`config.mk`:
```
export PLATFORM = sky130hd
export DESIGN_NAME = dram_cmd_responder
export DESIGN_NICKNAME = d
export VERILOG_FILES = /design/src/rtl/dram_pkg.sv /design/src/rtl/dram_refresh_timer.sv /design/src/rtl/dram_cmd_responder.sv
export SDC_FILE = /design/constraint.sdc
export NUM_CORES = 1
export LEC_CHECK = 0
export BUFFER_PORTS_ARGS = -buffer_cell sky130_fd_sc_hd__buf_2
export CAP_MARGIN = 20
export CORE_MARGIN = 2
export CORE_UTILIZATION = 35
export CTS_BUF_LIST = sky130_fd_sc_hd__clkbuf_2 sky130_fd_sc_hd__clkbuf_4 sky130_fd_sc_hd__clkbuf_8
export DETAILED_ROUTE_END_ITERATION = 10
export GPL_TIMING_DRIVEN = 1
export SYNTH_ARGS = -nofsm -noshare
export SYNTH_HDL_FRONTEND = slang
export SYNTH_SLANG_ARGS = --single-unit
```
`constraint.sdc`:
```
create_clock -name clk -period 4.3 [get_ports clk]
set_clock_uncertainty 0.05 [all_clocks]
set_input_delay 0.215 -clock clk [delete_from_list [all_inputs] [get_ports clk]]
set_output_delay 0.215 -clock clk [all_outputs]
set_load 0.01 [all_outputs]
```
`src/rtl/dram_pkg.sv`:
```
// Shared encodings for the DRAM command responder.
// Contains the command and error codes, the FSM state type and a small max helper.
package dram_pkg;

    localparam logic [1:0] CMD_ACT = 2'b00;
    localparam logic [1:0] CMD_COL = 2'b01;
    localparam logic [1:0] CMD_REF = 2'b10;
    localparam logic [1:0] CMD_PRE = 2'b11;

    localparam logic [1:0] ERR_NONE       = 2'b00;
    localparam logic [1:0] ERR_ACT_OPEN   = 2'b01;
    localparam logic [1:0] ERR_COL_CLOSED = 2'b10;
    localparam logic [1:0] ERR_REF_OPEN   = 2'b11;

    typedef enum logic [1:0] {
        ST_IDLE    = 2'd0,
        ST_EXEC    = 2'd1,
        ST_ACK     = 2'd2,
        ST_RELEASE = 2'd3
    } state_t;

    function automatic int maxOf(input int a, input int b);
        return (a > b) ? a : b;
    endfunction

endpackage

```
`src/rtl/dram_refresh_timer.sv`:
```
// Refresh interval timer: counts up after each restart, saturates at the
// last count and raises refresh_flag until the next REF completes.
module dram_refresh_timer
    import dram_pkg::*;
#(
    parameter int REF_INTERVAL = 1024
) (
    input  logic clk,
    input  logic rst_b,
    input  logic restart,
    output logic refresh_flag
);

    localparam int CNT_W = $clog2(REF_INTERVAL);
    localparam logic [CNT_W-1:0] LAST = CNT_W'(REF_INTERVAL - 1);

    logic [CNT_W-1:0] r_count;
    logic             r_flag;

    // A restart always wins over expiry, even on the cycle the count saturates.
    always_ff @(posedge clk or negedge rst_b) begin
        if (!rst_b) begin
            r_count <= '0;
            r_flag  <= 1'b0;
        end else if (restart) begin
            r_count <= '0;
            r_flag  <= 1'b0;
        end else if (r_count != LAST) begin
            r_count <= r_count + 1'b1;
            r_flag  <= (r_count == LAST - 1'b1);
        end else begin
            r_flag  <= 1'b1;
        end
    end

    assign refresh_flag = r_flag;

endmodule

```
`src/rtl/dram_cmd_responder.sv`:
```
// Target side of the controller command handshake: times each command,
// tracks bank open state, flags protocol errors and owns the refresh timer.
module dram_cmd_responder
    import dram_pkg::*;
#(
    parameter int NUMBER_OF_BANKS = 8,
    parameter int NUMBER_OF_ROWS  = 128,
    parameter int T_RCD           = 3,
    parameter int T_CL            = 2,
    parameter int T_RP            = 3,
    parameter int T_RFC           = 8,
    parameter int REF_INTERVAL    = 1024
) (
    input  logic                               clk,
    input  logic                               rst_b,
    input  logic                               cmd_req,
    input  logic [1:0]                         cmd,
    input  logic [$clog2(NUMBER_OF_BANKS)-1:0] bank_id,
    input  logic [$clog2(NUMBER_OF_ROWS)-1:0]  row_id,
    output logic                               cmd_ack,
    output logic                               refresh_flag,
    output logic                               busy,
    output logic [NUMBER_OF_BANKS-1:0]         bank_open,
    output logic                               err,
    output logic [1:0]                         err_code
);

    localparam int BANK_W = $clog2(NUMBER_OF_BANKS);
    localparam int ROW_W  = $clog2(NUMBER_OF_ROWS);
    localparam int LAT_W  = $clog2(maxOf(maxOf(T_RCD, T_CL), maxOf(T_RP, T_RFC))) + 1;

    state_t                                r_state;
    state_t                                w_nextState;
    logic [1:0]                            r_latCmd;
    logic [BANK_W-1:0]                     r_latBank;
    logic [ROW_W-1:0]                      r_latRow;
    logic [LAT_W-1:0]                      r_latCnt;
    logic                                  r_firstExec;
    logic [NUMBER_OF_BANKS-1:0]            r_bankOpen;
    logic [NUMBER_OF_BANKS-1:0][ROW_W-1:0] r_openRow;
    logic                                  r_cmdAck;
    logic                                  r_busy;
    logic                                  r_err;
    logic [1:0]                            r_errCode;
    logic                                  w_accept;
    logic                                  w_refDone;
    logic [LAT_W-1:0]                      w_loadLat;
    logic [1:0]                            w_violCode;
    logic                                  w_unused;

    assign w_accept  = (r_state == ST_IDLE) && cmd_req;
    assign w_refDone = (r_state == ST_ACK) && (r_latCmd == CMD_REF);
    // The open-row table has no reader inside this block.
    assign w_unused  = ^r_openRow;

    always_comb begin
        w_loadLat = LAT_W'(T_RCD - 1);
        case (cmd)
            CMD_COL: w_loadLat = LAT_W'(T_CL - 1);
            CMD_REF: w_loadLat = LAT_W'(T_RFC - 1);
            CMD_PRE: w_loadLat = LAT_W'(T_RP - 1);
            default: ;
        endcase
    end

    // Bank state cannot change between acceptance and the first EXEC cycle,
    // so checking the latched command one cycle late sees the same state.
    always_comb begin
        w_violCode = ERR_NONE;
        case (r_latCmd)
            CMD_ACT: if (r_bankOpen[r_latBank])  w_violCode = ERR_ACT_OPEN;
            CMD_COL: if (!r_bankOpen[r_latBank]) w_violCode = ERR_COL_CLOSED;
            CMD_REF: if (|r_bankOpen)            w_violCode = ERR_REF_OPEN;
            default: ;
        endcase
    end

    always_comb begin
        w_nextState = r_state;
        case (r_state)
            ST_IDLE:    if (cmd_req)          w_nextState = ST_EXEC;
            ST_EXEC:    if (r_latCnt == '0)   w_nextState = ST_ACK;
            ST_ACK:                           w_nextState = ST_RELEASE;
            ST_RELEASE: if (!cmd_req)         w_nextState = ST_IDLE;
            default:                          w_nextState = ST_IDLE;
        endcase
    end

    always_ff @(posedge clk or negedge rst_b) begin
        if (!rst_b) r_state <= ST_IDLE;
        else        r_state <= w_nextState;
    end

    always_ff @(posedge clk or negedge rst_b) begin
        if (!rst_b) begin
            r_latCmd    <= CMD_ACT;
            r_latBank   <= '0;
            r_latRow    <= '0;
            r_latCnt    <= '0;
            r_firstExec <= 1'b0;
            r_bankOpen  <= '0;
            r_openRow   <= '0;
            r_cmdAck    <= 1'b0;
            r_busy      <= 1'b0;
            r_err       <= 1'b0;
            r_errCode   <= ERR_NONE;
        end else begin
            r_cmdAck    <= (w_nextState == ST_ACK);
            r_busy      <= (w_nextState != ST_IDLE);
            r_err       <= 1'b0;
            r_firstExec <= 1'b0;
            if (w_accept) begin
                r_latCmd    <= cmd;
                r_latBank   <= bank_id;
                r_latRow    <= row_id;
                r_latCnt    <= w_loadLat;
                r_firstExec <= 1'b1;
            end else if ((r_state == ST_EXEC) && (r_latCnt != '0)) begin
                r_latCnt <= r_latCnt - 1'b1;
            end
            if (r_firstExec && (w_violCode != ERR_NONE)) begin
                r_err     <= 1'b1;
                r_errCode <= w_violCode;
            end
            // Bank state changes take effect on the edge that leaves ACK.
            if (r_state == ST_ACK) begin
                case (r_latCmd)
                    CMD_ACT: begin
                        r_bankOpen[r_latBank] <= 1'b1;
                        r_openRow[r_latBank]  <= r_latRow;
                    end
                    CMD_PRE: r_bankOpen[r_latBank] <= 1'b0;
                    CMD_REF: r_bankOpen            <= '0;
                    default: ;
                endcase
            end
        end
    end

    dram_refresh_timer #(
        .REF_INTERVAL (REF_INTERVAL)
    ) u_refreshTimer (
        .clk          (clk),
        .rst_b        (rst_b),
        .restart      (w_refDone),
        .refresh_flag (refresh_flag)
    );

    assign cmd_ack   = r_cmdAck;
    assign busy      = r_busy;
    assign bank_open = r_bankOpen;
    assign err       = r_err;
    assign err_code  = r_errCode;

endmodule

```
==> results.json, run 1 <==
{
  "htree_num_levels": 2,
  "timing_worst_setup_path_type": "reg -> reg",
  "cpLargestDelayFamily": "multiplexers",
  "hold_path_class": "in -> reg",
  "fin_setup_tns_ns": 0,
  "syn_area_sq_mm": 0.001866,
  "use_met2_pct": 21.58,
  "finalMaxSlewViolations": 0,
  "core-area_sq_mm": 0.005140,
  "cts.path.max_buffers": 2,
  "p_clk_share_pct": 19.8,
  "synth.avg_cell_area_sq_um": 9.976,
  "required_ns": 4.43,
  "p_per_area_mw_per_mm2": 711.0,
  "seqPwrFrac_pct": 42.5,
  "rrSetupSlack_ns": 2.24,
  "portBuffers": 21,
  "critPathMaxFanout": 13,
  "pwr-share-comb_pct": 37.7,
  "intPower_mw": 0.9263,
  "ant_nets": 0,
  "slowest_delay_ns": 0.66,
  "start_util_pct": 36.30,
  "timing.rr.start": "r_latBank[0]$_DFFE_PN0P_",
  "routabilityCongestion": 0.7334,
  "hold_path_end": "r_latBank[0]$_DFFE_PN0P_",
  "grt_pass1_wl_um": 6610,
  "period_minus_slack_ns": 2.059,
  "top_usage_layer": "met2",
  "min_from": "bank_id[0]",
  "crit_arrival_ns": 2.19,
  "synth_cell_types": 39,
  "synth_nets": 207,
  "whs_ns": 0.09046,
  "switching_share_pct": 39.60,
  "tightestPinTransition_ns": 0.7857,
  "setup_viol": 0,
  "irDropWorstVdd_mv": 0.2386,
  "rr_endpoint": "err_code[1]$_DFFE_PN0P_",
  "drt_iter0_drc": 99,
  "diodes": 0,
  "areaGrowthSynthToFinish_pct": 15.63,
  "timing_hold_violations_final": 0,
  "numCtsBuffers": 5,
  "ys_ff_latch": 36,
  "relSlewSlack_pct": 47.62,
  "grt_setup_unrepaired": "no",
  "use_met1_pct": 18.94,
  "grt_antenna_before_repair": 0,
  "path_cells": "mux4_1, mux2i_4, nand2b_2, a2111oi_2",
  "dr.pass1.iters": 6,
  "worstRegToRegCells": 4,
  "min_path_cells": 2,
  "crit_path_end_kind": "flop",
  "layout.nets": 230,
  "outcome": "completed",
  "p_leak_nw": 0.9922,
  "netlist_instances": 187,
  "grt_pass1_vias": 1357,
  "maxCapViolations": 0,
  "drt-total-wl_um": 3780,
  "dp_hpwl_um": 2595,
  "cts.repair.resized": 0,
  "wl_per_cell_um": 13.45,
  "finalCritPeriodShare_pct": 47.89,
  "vias": 1423,
  "grtUsageMet3_pct": 4.235,
  "root_buffer": "clkbuf_8",
  "io_pins": 29,
  "die-area_sq_mm": 0.005930,
  "grt.overflow.total": 0,
  "fp.dieH_um": 77.01,
  "clock-sinks": 36,
  "critPathLaunchType": "flop",
  "rows": 26,
  "crit_buf_inv": 0,
  "max_freq_ghz": 0.4856,
  "track_usage_pct": 14.17,
  "clk_pin_slew_ns": 0.08,
  "fill_cells": 524,
  "drive_above_1_share_pct": 17.06,
  "ys_seq_area_share_pct": 48.29,
  "cts_tree": "done",
  "slowest_stage": "mux4_1",
  "die_w_um": 77.01,
  "insertion_delay_ns": 0.30,
  "p_switching_mw": 0.6073,
  "grt_max_degree": 37,
  "avgViaCountPerCell": 5.064,
  "yosys_warnings": 0,
  "route.detailed.drc": 0
}
how the worst max path moves through the flow:
stage	end	cells after the start	slack (ns)	startpoint
6_report	err_code[1]$_DFFE_PN0P_	4	2.24	r_latBank[0]$_DFFE_PN0P_
5_1_grt	u_refreshTimer.refresh_flag$_DFF_PN0_	4	2.09	r_state[1]$_DFF_PN0_
4_1_cts	err_code[0]$_DFFE_PN0P_	4	2.24	r_latBank[0]$_DFFE_PN0P_
3_5_place_dp	err_code[0]$_DFFE_PN0P_	4	2.26	r_latBank[0]$_DFFE_PN0P_
3_3_place_gp	err_code[0]$_DFFE_PN0P_	4	2.28	r_latBank[0]$_DFFE_PN0P_
2_1_floorplan	err_code[0]$_DFFE_PN0P_	4	2.59	r_latBank[0]$_DFFE_PN0P_
timing repair:
action / 4_1_cts / 5_1_grt
endpoints found under the setup margin: 0 / 0
hold buffers: 1 / 0
buffers inserted: 0 / 0
endpoints found under the hold margin: 36 / 0
synth_stat cells:
cell,number,area share (%)
dfrtp_1,36,48
nor2_1,23,4.6
o21ai_0,19,5.1
inv_1,10,2.0
nand2_1,9,1.8
clkbuf_1,6,1.2
nand2b_1,6,2.0
nor3_1,6,1.6
xor2_1,6,2.8
ha_1,5,3.4
nand3_1,5,1.3
a21oi_1,4,1.1
nand4_1,4,1.3
a21o_1,3,1.2
a31oi_1,3,1.0
mux2_2,3,1.8
nor2b_1,3,1.0
nor4_1,3,1.0
o21a_1,3,1.2
o31ai_1,3,1.2
a211oi_1,2,0.80
a221o_1,2,1.1
mux2i_1,2,1.1
mux4_1,2,2.8
nand3b_1,2,0.80
nor3b_1,2,0.80
o2111ai_1,2,0.94
or3_1,2,0.67
a2111oi_2,1,0.80
a21boi_0,1,0.40
a2bb2oi_1,1,0.47
a41oi_1,1,0.47
and3_1,1,0.34
and4_1,1,0.47
mux2i_4,1,1.2
nand2b_2,1,0.47
o21bai_1,1,0.40
or3b_2,1,0.47
xnor2_1,1,0.47
cell usage in the layout, fill, tap and decap left out, types with 4 or more instances in the layout:
cell,n
xor2_1,6
nand3_1,5
nand2_1,9
nand2b_1,6
nor3_1,6
ha_1,5
nand4_1,4
a21oi_1,4
o21ai_0,19
clkbuf_8,5
dfrtp_1,36
nor2_1,23
inv_1,10
buf_2,21
layout make-up:
type	instances	area, sq um	share of cell area (%)
well taps	70	87.58	4.060
clock inverters	2	35.03	1.624
clock buffers	6	76.32	3.538
flip-flops and latches	36	900.9	41.76
repair buffers	22	115.1	5.336
inverters	10	37.54	1.740
multi-input cells	135	904.6	41.94
power by group through the flow:
stage / clock [mW] / combinational, mW / sequential (mW)
after floorplan: 0 / 0.473 / 0.599
after global placement: 0 / 0.572 / 0.648
after detailed placement: 0 / 0.583 / 0.653
after CTS: 0.311 / 0.586 / 0.649
after global routing: 0.327 / 0.660 / 0.681
final: 0.304 / 0.578 / 0.651
logic make-up (layout without fill, tap and decap cells):
| family | Yosys count | after routing | synth area share (%) |
|---|---|---|---|
| AND/OR/NAND/NOR | 69 | 69 | 18.78 |
| AO/OA/AOI/OAI | 46 | 46 | 16.16 |
| flip-flops | 36 | 36 | 48.29 |
| buffers and inverters | 16 | 40 | 3.219 |
| multiplexers | 8 | 8 | 6.908 |
| XOR/XNOR | 7 | 7 | 3.286 |
| adder cells (fa/ha/maj) | 5 | 5 | 3.353 |
flip-flops by register name, summed over array words and instances, names as in the netlist, 2 cells and up:
register and cells:
err_code 2, bank_open 8, r_latCmd 2, r_latBank 3, r_state 2, u_refreshTimer.r_count 10, r_latCnt 4
worst register-to-register path, stage by stage (launching register included):
cell,delay (ns)
dfrtp_1,0.61
mux4_1,0.66
mux2i_4,0.22
nand2b_2,0.11
a2111oi_2,0.30
stage by stage:
step	instances	instance area, sq um	power, mW	util [%]	setup WS (ns)
floorplan	187	1866	1.072	-	2.587
global placement	272	2036	1.221	39.61	2.279
detailed placement	272	2036	1.236	39.61	2.261
CTS	281	2157	1.545	41.97	2.242
global route	281	2157	1.667	41.97	2.091
finish	281	2157	1.534	41.97	2.241
routing by layer:
metal  vias up  wire, um
met1       670      1845
met3         6       167
met4         0        54
li1        718         -
met2        29      1713
met5         -         0
(Power assumes the default switching activity.)
==> run 2, diff against run 1 <==
--- a/config.mk
+++ b/config.mk
@@ -5,6 +5,7 @@
 export SDC_FILE = /design/constraint.sdc
 export NUM_CORES = 1
 export LEC_CHECK = 0
+export ABC_AREA = 1
 export BUFFER_PORTS_ARGS = -buffer_cell sky130_fd_sc_hd__buf_2
 export CAP_MARGIN = 20
 export CORE_MARGIN = 2
==> constraint.sdc (replaced) <==
create_clock -name clk -period 1.85 [get_ports clk]
set_clock_uncertainty 0.05 [all_clocks]
set_input_delay 0.0925 -clock clk [delete_from_list [all_inputs] [get_ports clk]]
set_output_delay 0.0925 -clock clk [all_outputs]
set_load 0.01 [all_outputs]
==> run 2 against run 1 <==
Final cell count rose by 20%. Wire length fell by 3.4%. Cell area rose by 4.3%. Core utilization rose by 1.3 points. Register-to-register slack got worse by 1.9 ns. Hold slack got worse by 0.069 ns. Count of clock-buffer cells in the layout rose by 2. Sequential share of layout area fell by 1.7 points. Combinational power rose to 2.8 times the previous value. First-iteration DRC count fell by 46%. Die area rose by 2.4%. Non-clock buffer count rose by 7.
==> results.json, run 2 <==
{
  "p_switching_mw": 1.562,
  "grt_pass1_vias": 1496,
  "p_per_area_mw_per_mm2": 1610,
  "synthFlopType": "dfrtp_1",
  "track_usage_pct": 13.49,
  "dp_hpwl_um": 2609,
  "hold_path_class": "in -> reg",
  "maxCapViolations": 0,
  "dpl_worst_slack_ns": 0.3387,
  "diodes": 0,
  "placed_cell_area_sq_mm": 0.002092,
  "seqPwrFrac_pct": 38.8,
  "die-area_sq_mm": 0.006073,
  "yosys_warnings": 0,
  "p_leak_nw": 1.153,
  "slowest_stage": "dfrtp_1",
  "crit_arrival_ns": 1.67,
  "pwr-share-comb_pct": 44.5,
  "cts.path.max_buffers": 2,
  "whs_ns": 0.02192,
  "netlist.area_leader.share_pct": 47.09,
  "critPathMaxFanout": 13,
  "layout.nets": 286,
  "routabilityCongestion": 0.8081,
  "grt_antenna_before_repair": 0,
  "clock-sinks": 36,
  "critPathLaunchType": "flop",
  "synth_cell_types": 30,
  "fin_setup_tns_ns": 0,
  "cts_tree": "done",
  "numCtsBuffers": 5,
  "grt_max_degree": 37,
  "route.detailed.drc": 0,
  "fill_cells": 531,
  "outcome": "completed",
  "irDropWorstVdd_mv": 0.7034,
  "synth_nets": 254,
  "finalMaxSlewViolations": 0,
  "grt_pass1_wl_um": 6479,
  "relSlewSlack_pct": 47.30,
  "crit_path_end_kind": "flop",
  "synth-edff-count": 0,
  "portBuffers": 21,
  "final_common_cell": "nand2_1",
  "grt_setup_unrepaired": "no",
  "fin_cells": 337,
  "ys_ff_latch": 36,
  "ys_seq_area_share_pct": 47.09,
  "slowest_delay_ns": 0.47,
  "ant_nets": 0,
  "synth_area_leaders": "dfrtp_1, nand2_1, inv_1",
  "wl_per_cell_um": 10.84,
  "syn_area_sq_mm": 0.001913,
  "netlist_instances": 234,
  "drive_above_1_share_pct": 22.85,
  "fin_ws_ns": 0.3079,
  "intPower_mw": 2.061,
  "clk_pin_slew_ns": 0.07,
  "synth_largest_area_cell": "dfrtp_1",
  "io_pins": 29,
  "vias": 1564,
  "p_clk_share_pct": 16.7,
  "max_freq_ghz": 0.6485,
  "dr.pass1.iters": 4,
  "post_cts_buffers": 0,
  "yosysMostFrequentCell": "nand2_1",
  "insertion_delay_ns": 0.29,
  "top_register": "u_refreshTimer.r_count",
  "final_cell_mix": "nand2_1, dfrtp_1, inv_1, nor2_1, buf_2",
  "setup_viol": 0,
  "power_mw": 3.623,
  "core-area_sq_mm": 0.005205,
  "synth.avg_cell_area_sq_um": 8.176,
  "final_area_sq_mm": 0.002250,
  "grt.overflow.total": 0,
  "switching_share_pct": 43.12,
  "async_reset_ff_share_pct": 100.0,
  "fp.dieH_um": 77.93,
  "drt-total-wl_um": 3653,
  "period_minus_slack_ns": 1.542,
  "required_ns": 1.98,
  "largest_register_ffs": 10,
  "htree_num_levels": 2,
  "timing_worst_setup_path_type": "reg -> reg",
  "rows": 26,
  "post-route-util_pct": 43.22,
  "root_buffer": "clkbuf_8",
  "path_cells": "inv_2, nand2_1, nand3_2, nand2_2, nor2_1, nand2_1, nand3_2, nand2_2, nand2_1, nand2_1",
  "timing_hold_violations_final": 0,
  "post-place-cells": 323,
  "ys_top_cells_by_count": "nand2_1, dfrtp_1, inv_1",
  "tightestPinTransition_ns": 0.7906,
  "drt_iter0_drc": 53,
  "areaGrowthSynthToFinish_pct": 17.59,
  "start_util_pct": 36.75,
  "cts.repair.resized": 0,
  "avgViaCountPerCell": 4.641,
  "finalCritPeriodShare_pct": 83.36,
  "cp_common_cell": "nand2_1",
  "die_w_um": 77.93
}
-- run 2: critical path: cells and delay by family, from the launching register on --
family | cells | cell delay, ns
buf+inv | 1 | 0.23
flops | 1 | 0.47
simple gates | 9 | 0.67
-- run 2: what timing repair did --
item	in CTS	in global routing
endpoints found under the hold margin	41	0
endpoints found under the setup margin	0	0
hold buffers	6	0
-- run 2: power groups by stage --
| stage | sequential [mW] | clock, mW | combinational [mW] |
|---|---|---|---|
| 2_1_floorplan | 1.39 | 0 | 1.25 |
| 3_3_place_gp | 1.41 | 0 | 1.59 |
| 3_5_place_dp | 1.41 | 0 | 1.62 |
| 4_1_cts | 1.40 | 0.636 | 1.64 |
| 5_1_grt | 1.45 | 0.660 | 1.86 |
| 6_report | 1.41 | 0.606 | 1.61 |
-- run 2: worst paths after layout --
path	to	slack (ns)	from	cells past startpoint
setup / recovery	err_code[1]$_DFFE_PN0P_	0.31	r_latBank[0]$_DFFE_PN0P_	10
hold / removal	r_state[0]$_DFF_PN0_	0.02	cmd_req	3
setup reg to reg	err_code[1]$_DFFE_PN0P_	0.31	r_latBank[0]$_DFFE_PN0P_	10
hold reg to reg	err_code[0]$_DFFE_PN0P_	0.41	err_code[0]$_DFFE_PN0P_	2
max in group asynchronous	u_refreshTimer.refresh_flag$_DFF_PN0_	0.85	rst_b	2
min in group asynchronous	bank_open[0]$_DFFE_PN0P_	0.39	rst_b	2
-- run 2: cell type report --
class	count	area (sq um)	area share, %
Multi-Input combinational cell	155	837.1	37.21
Clock buffer	8	97.59	4.338
Inverter	39	146.4	6.507
Sequential cell	36	900.9	40.04
Timing Repair Buffer	29	180.2	8.009
Tap cell	70	87.58	3.893
-- run 2: metal layers --
| layer | part of all wire, % | global-route usage, % | vias to the layer above |
|---|---|---|---|
| met1 | 49 | 16.65 | 714 |
| met2 | 46 | 21.90 | 24 |
| met3 | 3.1 | 3.256 | 8 |
| met4 | 2.4 | 6.842 | 0 |
| met5 | 0 | 0 | - |
| li1 | - | - | 818 |
-- run 2: cell families after synthesis --
family          synth area share (%)
buf+inv                        9.156
xor+xnor                       1.832
fa+ha+maj                      3.270
flops                          47.09
compound gates                 14.39
simple gates                   24.26
==> run 3, diff against run 2 <==
==> constraint.sdc (replaced) <==
create_clock -name clk -period 1.54 [get_ports clk]
set_clock_uncertainty 0.05 [all_clocks]
set_input_delay 0.077 -clock clk [delete_from_list [all_inputs] [get_ports clk]]
set_output_delay 0.077 -clock clk [all_outputs]
set_load 0.01 [all_outputs]
==> run 3 against run 2 <==
Hold slack worse by 0.020 ns. Combinational power up 29%. Register-to-register slack worse by 0.16 ns. Cell area up 2.2%. Clock power up 20%.
==> results.json, run 3 (same netlist as run 2, synthesis figures left out) <==
{
  "outcome": "completed",
  "whs_ns": 0.001574,
  "areaGrowthSynthToFinish_pct": 20.21,
  "p_switching_mw": 1.928,
  "ant_nets": 0,
  "numCtsBuffers": 5,
  "clock-sinks": 36,
  "relSlewSlack_pct": 69.74,
  "cts.path.max_buffers": 2,
  "route.met2.wl_um": 1755,
  "wl_met3_um": 106,
  "htree_num_levels": 2,
  "irDropWorstVdd_mv": 0.6525,
  "setup_viol": 0,
  "wl_per_cell_um": 10.89,
  "dr.pass1.iters": 4,
  "top_layer_used": "met4",
  "p_per_area_mw_per_mm2": 1947,
  "hold_path_class": "in -> reg",
  "rows": 26,
  "timing_hold_violations_final": 0,
  "period_minus_slack_ns": 1.389,
  "critPathLaunchType": "flop",
  "vias": 1601,
  "drt-total-wl_um": 3712,
  "grt.overflow.total": 0,
  "critPathMaxFanout": 6,
  "grt_pass1_wl_um": 6555,
  "seqPwrFrac_pct": 37.4,
  "insertion_delay_ns": 0.28,
  "largest_register_ffs": 10,
  "diodes": 0,
  "finalMaxSlewViolations": 0,
  "start_util_pct": 36.75,
  "route.detailed.drc": 0,
  "p_leak_nw": 1.177,
  "post_cts_buffers": 0,
  "drive_above_1_share_pct": 25.46,
  "cts_tree": "done",
  "root_buffer": "clkbuf_8",
  "dp_hpwl_um": 2696,
  "finalCritPeriodShare_pct": 90.19,
  "required_ns": 1.66,
  "ff_latch_area_sq_um": 902.1,
  "layout.nets": 290,
  "clk_pin_slew_ns": 0.07,
  "p_clk_share_pct": 16.3,
  "grt_antenna_before_repair": 0,
  "core-area_sq_mm": 0.005205,
  "intPower_mw": 2.549,
  "drt_iter0_drc": 83,
  "grt_setup_unrepaired": "no",
  "crit_path_end_kind": "flop",
  "grt_pass1_vias": 1511,
  "fin_setup_tns_ns": 0,
  "fill_cells": 532,
  "track_usage_pct": 13.63,
  "die-area_sq_mm": 0.006073,
  "grt_max_degree": 37,
  "final_common_cell": "nand2_1",
  "max_freq_ghz": 0.7200,
  "crit_arrival_ns": 1.51,
  "timing_worst_setup_path_type": "reg -> reg",
  "maxCapViolations": 0,
  "routabilityCongestion": 0.8237,
  "pwr-share-comb_pct": 46.4,
  "io_pins": 29,
  "switching_share_pct": 43.07,
  "top_register": "u_refreshTimer.r_count",
  "die_w_um": 77.93,
  "final_cell_mix": "nand2_1, dfrtp_1, inv_1, nor2_1, buf_2",
  "avgViaCountPerCell": 4.695,
  "multi_input_area_sq_um": 849.6,
  "tightestPinTransition_ns": 0.4539,
  "portBuffers": 21,
  "wl_met1_um": 1789,
  "power_mw": 4.478,
  "fp.dieH_um": 77.93
}
-- run 3: layer usage --
layer | global-route usage, % | up-vias
li1 | - | 826
met1 | 17.23 | 752
met2 | 22.33 | 19
met3 | 3.140 | 4
met4 | 5.789 | 0
met5 | 0 | -
-- run 3: cell type report --
class                   count  area share, %
inverters                  39          6.583
flip-flops and latches     36          39.23
repair buffers             33          9.195
multi-input cells         155          36.94
well taps                  70          3.808
clock buffers               8          4.244
-- run 3: repair_timing --
action,4_1_cts,5_1_grt
endpoints found under the setup margin,0,6
hold buffers,5,0
resized for setup,0,8
endpoints found under the hold margin,40,0
-- run 3: power groups by stage --
stage	registers [mW]	clock network, mW	logic (mW)
finish	1.67	0.728	2.08
global route	1.72	0.790	2.41
CTS	1.66	0.753	2.07
detailed placement	1.67	0	2.04
global placement	1.66	0	2.02
floorplan	1.67	0	1.51
-- run 3: final timing paths --
path	start	end	slack [ns]	depth (start not counted)
setup / recovery	r_latCnt[0]$_DFFE_PN0P_	busy$_DFF_PN0_	0.15	6
hold / removal	cmd[0]	r_latCmd[0]$_DFFE_PN0P_	0.002	3
setup reg to reg	r_latCnt[0]$_DFFE_PN0P_	busy$_DFF_PN0_	0.15	6
hold reg to reg	r_latCnt[3]$_DFFE_PN0P_	r_latCnt[3]$_DFFE_PN0P_	0.42	1
max in group asynchronous	rst_b	r_latBank[0]$_DFFE_PN0P_	0.79	3
min in group asynchronous	rst_b	bank_open[1]$_DFFE_PN0P_	0.30	3
-- run 3: critical path: stages (launching register included) --
cell and delay [ns]:
dfrtp_1 0.38, inv_1 0.08, ha_1 0.19, nand2_1 0.11, nand2_1 0.07, nand2_1 0.14, or2_1 0.26
-- run 3: stage by stage --
step                      instance area (sq um)  utilization [%]  setup slack [ns]  std cells
after floorplan                            1913                -            0.2507        234
after global placement                     2130            40.91            0.1282        328
after detailed placement                   2130            40.91            0.1183        328
after CTS                                  2277            43.75           0.09349        341
after global routing                       2300            44.18        0.00007405        341
final                                      2300            44.18            0.1511        341
